--- config.mk ---
export PLATFORM = sky130hd
export DESIGN_NAME = serial_subtractor_flat
export DESIGN_NICKNAME = d
export VERILOG_FILES = /design/src/rtl/serial_subtractor_if.sv /design/src/rtl/serial_subtractor.sv /design/src/flat_wrapper.sv
export SDC_FILE = /design/constraint.sdc
export NUM_CORES = 1
export LEC_CHECK = 0
export BUFFER_PORTS_ARGS = -buffer_cell sky130_fd_sc_hd__buf_4
export CORE_ASPECT_RATIO = 0.7
export CORE_MARGIN = 2
export CORE_UTILIZATION = 50
export CTS_CLUSTER_SIZE = 8
export DETAILED_ROUTE_END_ITERATION = 7
export PLACE_DENSITY_LB_ADDON = 0.1
export SLEW_MARGIN = 20
export SYNTH_ARGS = -nofsm -noshare
export SYNTH_HDL_FRONTEND = slang
export SYNTH_SLANG_ARGS = --single-unit
--- constraint.sdc ---
create_clock -name clk -period 2.2 [get_ports clk]
set_clock_uncertainty 0.2 [all_clocks]
set_input_delay 0 -clock clk [delete_from_list [all_inputs] [get_ports clk]]
set_output_delay 0 -clock clk [all_outputs]
set_load 0.02 [all_outputs]
--- src/rtl/serial_subtractor_if.sv ---
// ============================================================================
// Module   : serial_subtractor_if
// Brief    : Start/busy/done handshake, operand and flag bundle for
//            serial_subtractor.
// Revision : 1.0 - initial release
// ============================================================================
`default_nettype none

interface serial_subtractor_if #(
  parameter int N = 4
);
  logic         start;
  logic [N-1:0] a;
  logic [N-1:0] b;
  logic         bin;
  logic         busy;
  logic         done;
  logic [N-1:0] d;
  logic         bout;
  logic         zero;
  logic         ovf;

  modport master (
    output start, a, b, bin,
    input  busy, done, d, bout, zero, ovf
  );

  modport slave (
    input  start, a, b, bin,
    output busy, done, d, bout, zero, ovf
  );
endinterface

`default_nettype wire

--- src/rtl/serial_subtractor.sv ---
// ============================================================================
// Module   : serial_subtractor
// Brief    : Bit-serial N-bit subtractor, d = a - b - bin, LSB first,
//            one borrow flip-flop, registered borrow/zero/overflow flags.
// Revision : 1.0 - initial release
// ============================================================================
`default_nettype none

module serial_subtractor #(
  parameter int N  = 4,
  parameter int CW = 3
) (
  input  wire logic          clk,
  input  wire logic          rst_n,
  serial_subtractor_if.slave bus
);

  typedef enum logic [1:0] {
    IDLE = 2'd0,
    RUN  = 2'd1,
    DONE = 2'd2
  } state_t;

  localparam logic [CW-1:0] c_last = CW'(N - 1);

  state_t        r_state;
  logic [N-1:0]  r_sa;
  logic [N-1:0]  r_sb;
  logic [N-1:0]  r_res;
  logic [CW-1:0] r_cnt;
  logic          r_br;
  logic          r_amsb;
  logic          r_bmsb;
  logic          r_busy;
  logic          r_done;
  logic [N-1:0]  r_d;
  logic          r_bout;
  logic          r_zero;
  logic          r_ovf;

  logic          w_diff;
  logic          w_br_n;
  logic [N-1:0]  w_res_n;

  assign w_diff  = r_sa[0] ^ r_sb[0] ^ r_br;
  assign w_br_n  = (~r_sa[0] & r_sb[0]) | (~(r_sa[0] ^ r_sb[0]) & r_br);
  // Result fills from the MSB end so the last computed bit lands at d[N-1].
  assign w_res_n = {w_diff, r_res[N-1:1]};

  always_ff @(posedge clk or negedge rst_n) begin
    if (!rst_n) begin
      r_state <= IDLE;
      r_sa    <= '0;
      r_sb    <= '0;
      r_res   <= '0;
      r_cnt   <= '0;
      r_br    <= 1'b0;
      r_amsb  <= 1'b0;
      r_bmsb  <= 1'b0;
      r_busy  <= 1'b0;
      r_done  <= 1'b0;
      r_d     <= '0;
      r_bout  <= 1'b0;
      r_zero  <= 1'b0;
      r_ovf   <= 1'b0;
    end else begin
      case (r_state)
        IDLE: begin
          r_done <= 1'b0;
          if (bus.start) begin
            r_sa    <= bus.a;
            r_sb    <= bus.b;
            r_br    <= bus.bin;
            r_amsb  <= bus.a[N-1];
            r_bmsb  <= bus.b[N-1];
            r_cnt   <= '0;
            r_busy  <= 1'b1;
            r_state <= RUN;
          end
        end
        RUN: begin
          r_sa  <= {1'b0, r_sa[N-1:1]};
          r_sb  <= {1'b0, r_sb[N-1:1]};
          r_res <= w_res_n;
          r_br  <= w_br_n;
          r_cnt <= r_cnt + 1'b1;
          if (r_cnt == c_last) begin
            r_state <= DONE;
            r_busy  <= 1'b0;
            r_done  <= 1'b1;
            r_d     <= w_res_n;
            r_bout  <= w_br_n;
            r_zero  <= (w_res_n == '0);
            r_ovf   <= (r_amsb ^ r_bmsb) & (w_diff ^ r_amsb);
          end
        end
        DONE: begin
          r_done  <= 1'b0;
          r_state <= IDLE;
        end
        default: begin
          r_busy  <= 1'b0;
          r_done  <= 1'b0;
          r_state <= IDLE;
        end
      endcase
    end
  end

  assign bus.busy = r_busy;
  assign bus.done = r_done;
  assign bus.d    = r_d;
  assign bus.bout = r_bout;
  assign bus.zero = r_zero;
  assign bus.ovf  = r_ovf;

endmodule

`default_nettype wire

--- src/flat_wrapper.sv ---
// flat-port wrapper written by rule: the top's interface ports become plain ports
module serial_subtractor_flat 
#(
  parameter int N  = 4,
  parameter int CW = 3
)
  (clk, rst_n, bus_start, bus_a, bus_b, bus_bin, bus_busy, bus_done, bus_d, bus_bout, bus_zero, bus_ovf);
  serial_subtractor_if #(.N(N)) bus_i ();
  input  wire logic clk;
  input  wire logic rst_n;
  input wire logic [$bits(bus_i.start)-1:0] bus_start;
  input wire logic [$bits(bus_i.a)-1:0] bus_a;
  input wire logic [$bits(bus_i.b)-1:0] bus_b;
  input wire logic [$bits(bus_i.bin)-1:0] bus_bin;
  output wire logic [$bits(bus_i.busy)-1:0] bus_busy;
  output wire logic [$bits(bus_i.done)-1:0] bus_done;
  output wire logic [$bits(bus_i.d)-1:0] bus_d;
  output wire logic [$bits(bus_i.bout)-1:0] bus_bout;
  output wire logic [$bits(bus_i.zero)-1:0] bus_zero;
  output wire logic [$bits(bus_i.ovf)-1:0] bus_ovf;
  assign bus_i.start = bus_start;
  assign bus_i.a = bus_a;
  assign bus_i.b = bus_b;
  assign bus_i.bin = bus_bin;
  assign bus_busy = bus_i.busy;
  assign bus_done = bus_i.done;
  assign bus_d = bus_i.d;
  assign bus_bout = bus_i.bout;
  assign bus_zero = bus_i.zero;
  assign bus_ovf = bus_i.ovf;
  serial_subtractor #(.N(N), .CW(CW)) u_core (.clk(clk), .rst_n(rst_n), .bus(bus_i));
endmodule
**Yosys cells after proc, flatten, opt, wreduce, memory -nomap -nowiden**

Index checks and enable logic that the tools add are counted.

- Register bits: 29
- Output and inout port bits: 9
- Memories kept: 0
- Memory bits (read-only): 0
- Bits in latches: 0
- Memory bits (writable): 0
- Logic and storage cells: 55

- Order comparisons: 0
- Bitwise gates (word level): 11
- Shift operators: 0
- Eq/ne operators: 5
- Mux-type cells: 16
- Reduce and logical (&&, ||, !) cells: 8
- Multiply operators: 0
- Add/subtract/negate cells: 1
- Divide/modulo/power cells: 0

Operators by type and width:

| kind | count |
|---|---|
| one-hot mux 4 bit (2 select lines) | 2 |
| 2-to-1 mux 4 bit | 2 |
| AND reduction 2 bit | 4 |
| one-hot mux 3 bit (2 select lines) | 1 |
| 2-to-1 mux 1 bit | 5 |
| logical NOT 4 bit | 1 |
| 2-to-1 mux 2 bit | 2 |
| one-hot mux 2 bit (2 select lines) | 1 |
| XOR 1 bit | 4 |
| adder 3 x 1 -> 3 bit (second input constant) | 1 |
| bitwise AND 1 bit | 3 |
| equality test 3 x 2 -> 1 bit (second input constant) | 1 |
| 2-to-1 mux 3 bit | 1 |
| inverter 1 bit | 3 |
| one-hot mux 1 bit (3 select lines) | 1 |
| AND reduction 3 bit | 1 |
| equality test 2 x 1 -> 1 bit (second input constant) | 1 |
| equality test 2 bit (second input constant) | 1 |
| logical NOT 2 bit | 1 |
| != test 2 x 1 -> 1 bit (second input constant) | 1 |
| != test 2 bit (second input constant) | 1 |
| one-hot mux 1 bit (2 select lines) | 1 |
| nonzero test 2 bit | 1 |
| bitwise OR 1 bit | 1 |

**Longest topological paths before layout**

Gate-level depths: netlist of run 1.

- Word-level depth: 5
- Mapped depth: 6
- Gate-level depth less buffers: 5

**Worst setup path after synthesis of run 1**

Ideal clock, no wire load.

- Path kind: register to register
- From: register u_core.r_sb[0]
- To: register u_core.r_zero (netlist: u_core.bus.zero)
- Cell stages (with the launch flop): 5
- Data required time: 1.917 ns
- Library setup time: 0.083 ns
- Slack: 0.440 ns
- Data arrival time: 1.477 ns
- Cells stage by stage: dfrtp_1 > inv_1 > fa_1 > or4_1 > o21ai_0

- Longest elaborated chain between the ends: 3

Ends and longest elaborated chain:

| item | line | text |
|---|---|---|
| start, declared | serial_subtractor.sv:28 | `logic [N-1:0] r_sb;` |
| start signal, assigned | serial_subtractor.sv:72 | `r_sb <= bus.b;` |
| start signal, assigned | serial_subtractor.sv:83 | `r_sb <= {1'b0, r_sb[N-1:1]};` |
| XOR 1 bit (2 in series) | serial_subtractor.sv:45 | `assign w_diff = r_sa[0] ^ r_sb[0] ^ r_br;` |
| named net u_core.w_diff | serial_subtractor.sv:41 | `logic w_diff;` |
| logical NOT 4 bit | serial_subtractor.sv:93 | `r_zero <= (w_res_n == '0);` |
| end signal, assigned | serial_subtractor.sv:93 |  |
| end, declared | serial_subtractor.sv:38 | `logic r_zero;` |

The timed path passes the listed nets, and every way through them passes these cells.
A chain may end at the register's enable or synchronous reset.

**Worst setup path after layout of run 1**

Ends and elaborated chain as after synthesis.

==> results.yml, run 1 <==
floorplanning:
  io_pins: 21
  dieWidth_um: 62.8
  die_y_um: 45.2
  rows: 14
  fp.coreArea_um2: 2220
  start_util_pct: 54.4
  floorplan.die_area_um2: 2840
synthesis:
  synthDistinctLibCells: 24
  yosys-top-cells-area: "dfrtp_1, mux2_2, o21ai_0, nand2_1, a22oi_1"
  synth_adder_area_share_pct: 3.72
  synth_compound_area_share_pct: 14.0
  synth-edff-count: 0
  synthesis.area_um2: 1210
  synth_top_area_share_pct: 57.9
  synth_top_family_by_area: "compound AO/OA/AOI/OAI gates"
  yosysTopAreaCell: "dfrtp_1"
  synthArstFlopShare_pct: 100
  avgSynthCellArea_um2: 11.5
  synthSimpleGateAreaFrac_pct: 10.4
  synth-seq-cells: 28
  ys_seq_area_share_pct: 57.9
  yosysMostFrequentCell: "dfrtp_1"
  syn_nets: 120
  yosysWarnings: 0
  synth-xor-area-share_pct: 0
  ys.flop_type: "dfrtp_1"
  netlist_top_cells_count: "dfrtp_1, nand2_1, o21ai_0"
  synthCells: 105
  synthMuxAreaShare_pct: 9.31
placed_design:
  io_buffers: 20
  post-dp-hpwl_um: 1600
  place_congestion: 0.753
  dpl_cell_area_um2: 1390
setup_path:
  cp.required_ns: 2.26
  critPathKind: "flop to flop"
  cp_max_fo: 5
  startpoint_type: "flop"
  cp-end-kind: "flop"
  arrival_ns: 1.93
sta:
  rsz0062_at_grt: "no"
  max_slew.worst_pin.slew_ns: 0.538
  setup_viol: 0
  max_freq_mhz: 536
  relSlewSlack_pct: 64.1
  hold_violations: 0
  final_max_slew_viol_count: 0
  fin_crit_ns: 1.87
  fin_crit_sh_pct: 84.8
  tns_ns: 0
routing:
  drc: 0
  drt-total-wl_um: 2350
  vias: 860
  drtAntennaViolNets: 0
  wire_per_inst_um: 13.7
  drtPass1Iterations: 4
  vias_per_cell: 5.03
  drt_iter0_markers: 48
layout:
  syn_to_final_growth_pct: 29.1
  diodes: 0
  fin_area_um2: 1560
  fillers: 175
  nets: 155
  drive_gt1_share_pct: 27.3
  final_core_util_pct: 70.2
global_routing:
  grt_max_degree: 29
  grt_overflow: 0
  antenna_found_initial: 0
  grt_pass1_vias: 879
  grt_pass1_wl_um: 4080
  grt_usage_pct: 19.2
clock_tree:
  cts_num_sinks: 28
  root_buffer: "clkbuf_4"
  cts_max_path_buffers: 2
  cts_resized: 0
  htreeDepth: 1
  clk_latency_ns: 0.33
  cts_tree: "built"
  clk_pin_slew_worst_paths_ns: 0.14
  cts_buffers: 3
power:
  p_total_w: 0.00203
  p_leak_nw: 0.735
  irDropWorstVdd_mv: 0.670
  pwr_density_cell_nw_per_um2: 1300
flow_run:
  maxCapViolCount: 0
min_path:
  hold_class: "input port to flop"
run_status:
  status: "complete, no violations"
[cell families after synthesis]
family                   count (synthesis)
adder cells (fa/ha/maj)                  3
multiplexers                             9
buffers and inverters                   12
AO/OA/AOI/OAI                           28
flip-flops                              28
AND/OR/NAND/NOR                         25
[registers in the layout (all words and copies together) (netlist names)]
| register | flops |
|---|---|
| u_core.r_br | 1 |
| u_core.bus.d | 4 |
| u_core.bus.ovf | 1 |
| u_core.bus.bout | 1 |
| u_core.r_res | 3 |
| u_core.r_bmsb | 1 |
| u_core.r_amsb | 1 |
| u_core.r_sa | 4 |
| u_core.bus.busy | 1 |
| u_core.bus.zero | 1 |
| u_core.r_sb | 4 |
| u_core.r_state | 2 |
| u_core.r_cnt | 3 |
| u_core.bus.done | 1 |
[metal layers]
metal  vias to the layer above  global-route usage (%)  part of all wire [%]  routed length [um]
li1                        426                       -                     -                   -
met1                       420                    24.9                    47                1090
met2                        12                    33.1                    49                1150
met3                         2                    4.74                   3.8                  89
met4                         0                    5.33                  0.72                  17
met5                         -                       0                     0                   0
[final timing paths]
path | startpoint | end | slack [ns] | cells after the start
min in group asynchronous | rst_n | u_core.r_cnt[1] | 0.46 | 4
max in group asynchronous | rst_n | u_core.r_state[1] | 1.18 | 4
setup / recovery | u_core.r_sb[0] | u_core.bus.zero | 0.33 | 4
hold reg to reg | u_core.r_cnt[2] | u_core.r_cnt[2] | 0.30 | 2
hold / removal | bus_b[3] | u_core.r_sb[3] | 0.25 | 3
setup reg to reg | u_core.r_sb[0] | u_core.bus.zero | 0.33 | 4
[through the flow]
stage / worst slack (ns) / hold WS, ns / cells
2_1_floorplan: 0.440 / -0.496 / 105
3_3_place_gp: 0.397 / -0.270 / 154
3_5_place_dp: 0.358 / -0.265 / 154
4_1_cts: 0.324 / 0.240 / 171
5_1_grt: 0.244 / 0.232 / 171
6_report: 0.335 / 0.246 / 171
[final cells by class]
cell class / count / area, um2 / share of cell area, %
flip-flops and latches: 28 / 701 / 44.9
well taps: 32 / 40.0 / 2.56
inverters: 7 / 26.3 / 1.68
multi-input cells: 65 / 453 / 29.0
repair buffers: 35 / 305 / 19.6
clock buffers: 4 / 36.3 / 2.32
[repair_timing]
item / in CTS / in global routing
endpoints found under the hold margin: 42 / 0
hold buffers: 13 / 0
setup buffers: 0 / 0
[cells in the final DEF, fill, tap and decap left out]
cell type,synthesis,routed
fa_1,1,1
nor2b_1,3,3
dlygate4sd3_1,0,12
o22ai_1,1,1
a22oi_1,6,6
o21bai_1,1,1
mux2_2,6,6
and3b_1,1,1
inv_1,7,7
a21oi_1,4,4
buf_4,0,22
a31oi_1,1,1
buf_12,0,1
a32o_1,1,1
clkbuf_8,0,1
mux2_4,3,3
nand2_1,14,14
or4_1,1,1
o21ai_0,13,13
nand3b_2,1,1
ha_1,2,2
nor3b_2,1,1
nor2_1,4,4
dfrtp_1,28,28
clkbuf_4,0,3
a22o_1,1,1
[power by group]
group | switching, W | total [W] | internal [W]
combinational | 0.000413 | 0.000853 | 0.000441
clock | 0.000145 | 0.000247 | 0.000101
sequential | 0.000192 | 0.000934 | 0.000742
total | 0.000750 | 0.00203 | 0.00128
[worst max-delay path, cell delays in order, from the launching register on]
cell	delay [ns]
dfrtp_1	0.37
inv_1	0.06
fa_1	0.54
or4_1	0.47
o21ai_0	0.15
Note: power is estimated with default switching activity, not from simulation.
==> run 2: changes to the inputs <==
- CORE_UTILIZATION: 50 -> 48
- clock period: 2.2 -> 1.7 ns (I/O delays scaled with it)
==> run 2 against run 1 <==
- the run now ends with setup timing left
- via count increased by 2.9%
- sequential share of layout area shrank 0.88 points
- sequential power grew 26%
- global-route usage down 1.3 points
- first-iteration DRC count shrank 48%
- total power up 33%
- flip-flop and latch count stayed put
- worst setup slack lost 0.37 ns
- worst hold slack got worse by 0.0056 ns
- die area up 3.8%
==> results.yml, run 2 (synthesis gave the netlist of run 1 again) <==
global_routing:
  grt_max_degree: 29
  grt_usage_pct: 17.9
  grt_pass1_wl_um: 3900
  antenna_found_initial: 0
  grt_overflow: 0
  grt_pass1_vias: 831
floorplanning:
  floorplan.die_area_um2: 2940
  dieWidth_um: 64.0
  fp.coreArea_um2: 2420
  rows: 15
  start_util_pct: 50.0
  io_pins: 21
  die_y_um: 46.0
power:
  p_total_w: 0.00271
  p_leak_nw: 0.762
  irDropWorstVdd_mv: 0.951
  switching_share_pct: 36.4
  comb_power_share_pct: 44.5
  switchingPower_w: 0.000989
  pwr_density_cell_nw_per_um2: 1700
  clkPwrFrac_pct: 11.8
  internal_power_w: 0.00172
  seq_power_share_pct: 43.7
sta:
  hold_violations: 0
  final_max_slew_viol_count: 0
  fin_ws_ns: -0.0347
  fin_crit_ns: 1.73
  max_slew.worst_pin.slew_ns: 0.365
  relSlewSlack_pct: 75.6
  fin_crit_sh_pct: 102
  max_freq_mhz: 576
  rsz0062_at_grt: "yes"
  setup_viol: 1
setup_path:
  arrival_ns: 1.81
  critPathLaunch: "u_core.r_br"
  cp.required_ns: 1.77
  r2r-start: "u_core.r_br"
  endpoint: "u_core.bus.zero"
  cp-end-kind: "flop"
  reg2reg_slack_ns: -0.03
  critPathKind: "flop to flop"
  startpoint_type: "flop"
  rr_worst_depth: 4
  cp_max_fo: 5
  timing.rr.end: "u_core.bus.zero"
flow_run:
  maxCapViolCount: 0
clock_tree:
  cts_max_path_buffers: 2
  htreeDepth: 1
  root_buffer: "clkbuf_4"
  clk_pin_slew_worst_paths_ns: 0.14
  clk_latency_ns: 0.33
  cts_num_sinks: 28
  cts_tree: "built"
  cts_buffers: 3
routing:
  drtPass1Iterations: 4
  drc: 0
  vias: 885
  drt_iter0_markers: 25
  wire_per_inst_um: 13.1
  drt-total-wl_um: 2310
  drtAntennaViolNets: 0
  vias_per_cell: 5.00
layout:
  layout_commonest_cell: "dfrtp_1"
  regArea_um2: 701
  finalNonFillerCells: 177
  final_core_util_pct: 65.8
  fillers: 200
  diodes: 0
  multi_input_area_um2: 464
  fin_area_um2: 1590
  syn_to_final_growth_pct: 31.6
  drive_gt1_share_pct: 30.8
  final_cell_mix: "dfrtp_1, buf_4, nand2_1"
  nets: 159
min_path:
  hold_class: "input port to flop"
placed_design:
  dpl_cell_area_um2: 1420
  dpl.cell_count: 160
  post-dp-hpwl_um: 1550
  place_congestion: 0.739
  io_buffers: 20
run_status:
  status: "complete, but fails checks"
  violations: "setup timing"
## run 2: cell type report
class / instances / area share [%]
repair buffers: 39 / 20.3
well taps: 34 / 2.67
flip-flops and latches: 28 / 44.0
multi-input cells: 65 / 29.1
clock buffers: 4 / 2.28
inverters: 7 / 1.65
## run 2: through the flow
stage	setup TNS [ns]	hold WS [ns]	worst slack (ns)
floorplan	0	-0.496	0.0266
global placement	-0.0242	-0.264	-0.0242
detailed placement	-0.0565	-0.260	-0.0565
CTS	-0.0458	0.235	-0.0458
global route	-0.138	0.241	-0.116
finish	-0.0347	0.240	-0.0347
## run 2: power by group through the flow
| stage | sequential [W] | clock, W | combinational, W |
|---|---|---|---|
| floorplan | 0.00124 | 0 | 0.000698 |
| global placement | 0.00118 | 0 | 0.00112 |
| detailed placement | 0.00120 | 0 | 0.00115 |
| CTS | 0.00118 | 0.000339 | 0.00119 |
| global route | 0.00123 | 0.000362 | 0.00134 |
| finish | 0.00118 | 0.000322 | 0.00121 |
## run 2: worst min-delay path by stage
stage,start,to,slack (ns),cells past startpoint
floorplan,rst_n,u_core.bus.bout,-0.50,0
global placement,rst_n,u_core.bus.done,-0.26,1
detailed placement,rst_n,u_core.r_cnt[0],-0.26,1
CTS,bus_b[3],u_core.r_sb[3],0.23,3
global route,bus_b[3],u_core.r_sb[3],0.24,3
finish,bus_b[3],u_core.r_sb[3],0.24,3
## run 2: worst max-delay path, stage by stage, from the launching register on
cell and delay, ns:
dfrtp_1 0.41, inv_1 0.07, fa_2 0.47, or4_1 0.41, o21ai_1 0.12
## run 2: metal layers
layer / GRT usage [%] / share of wire [%] / vias up
li1: - / - / 438
met1: 23.3 / 50 / 430
met2: 29.6 / 45 / 13
met3: 5.94 / 4.0 / 4
met4: 3.91 / 0.74 / 0
met5: 0 / 0 / -
## run 2: what timing repair did
action / CTS / global route
setup endpoints to repair: 2 / 6
hold buffers: 12 / 0
gates resized for setup: 2 / 2
endpoints found under the hold margin: 44 / 0
pin swaps: 1 / 0
setup buffers: 0 / 1
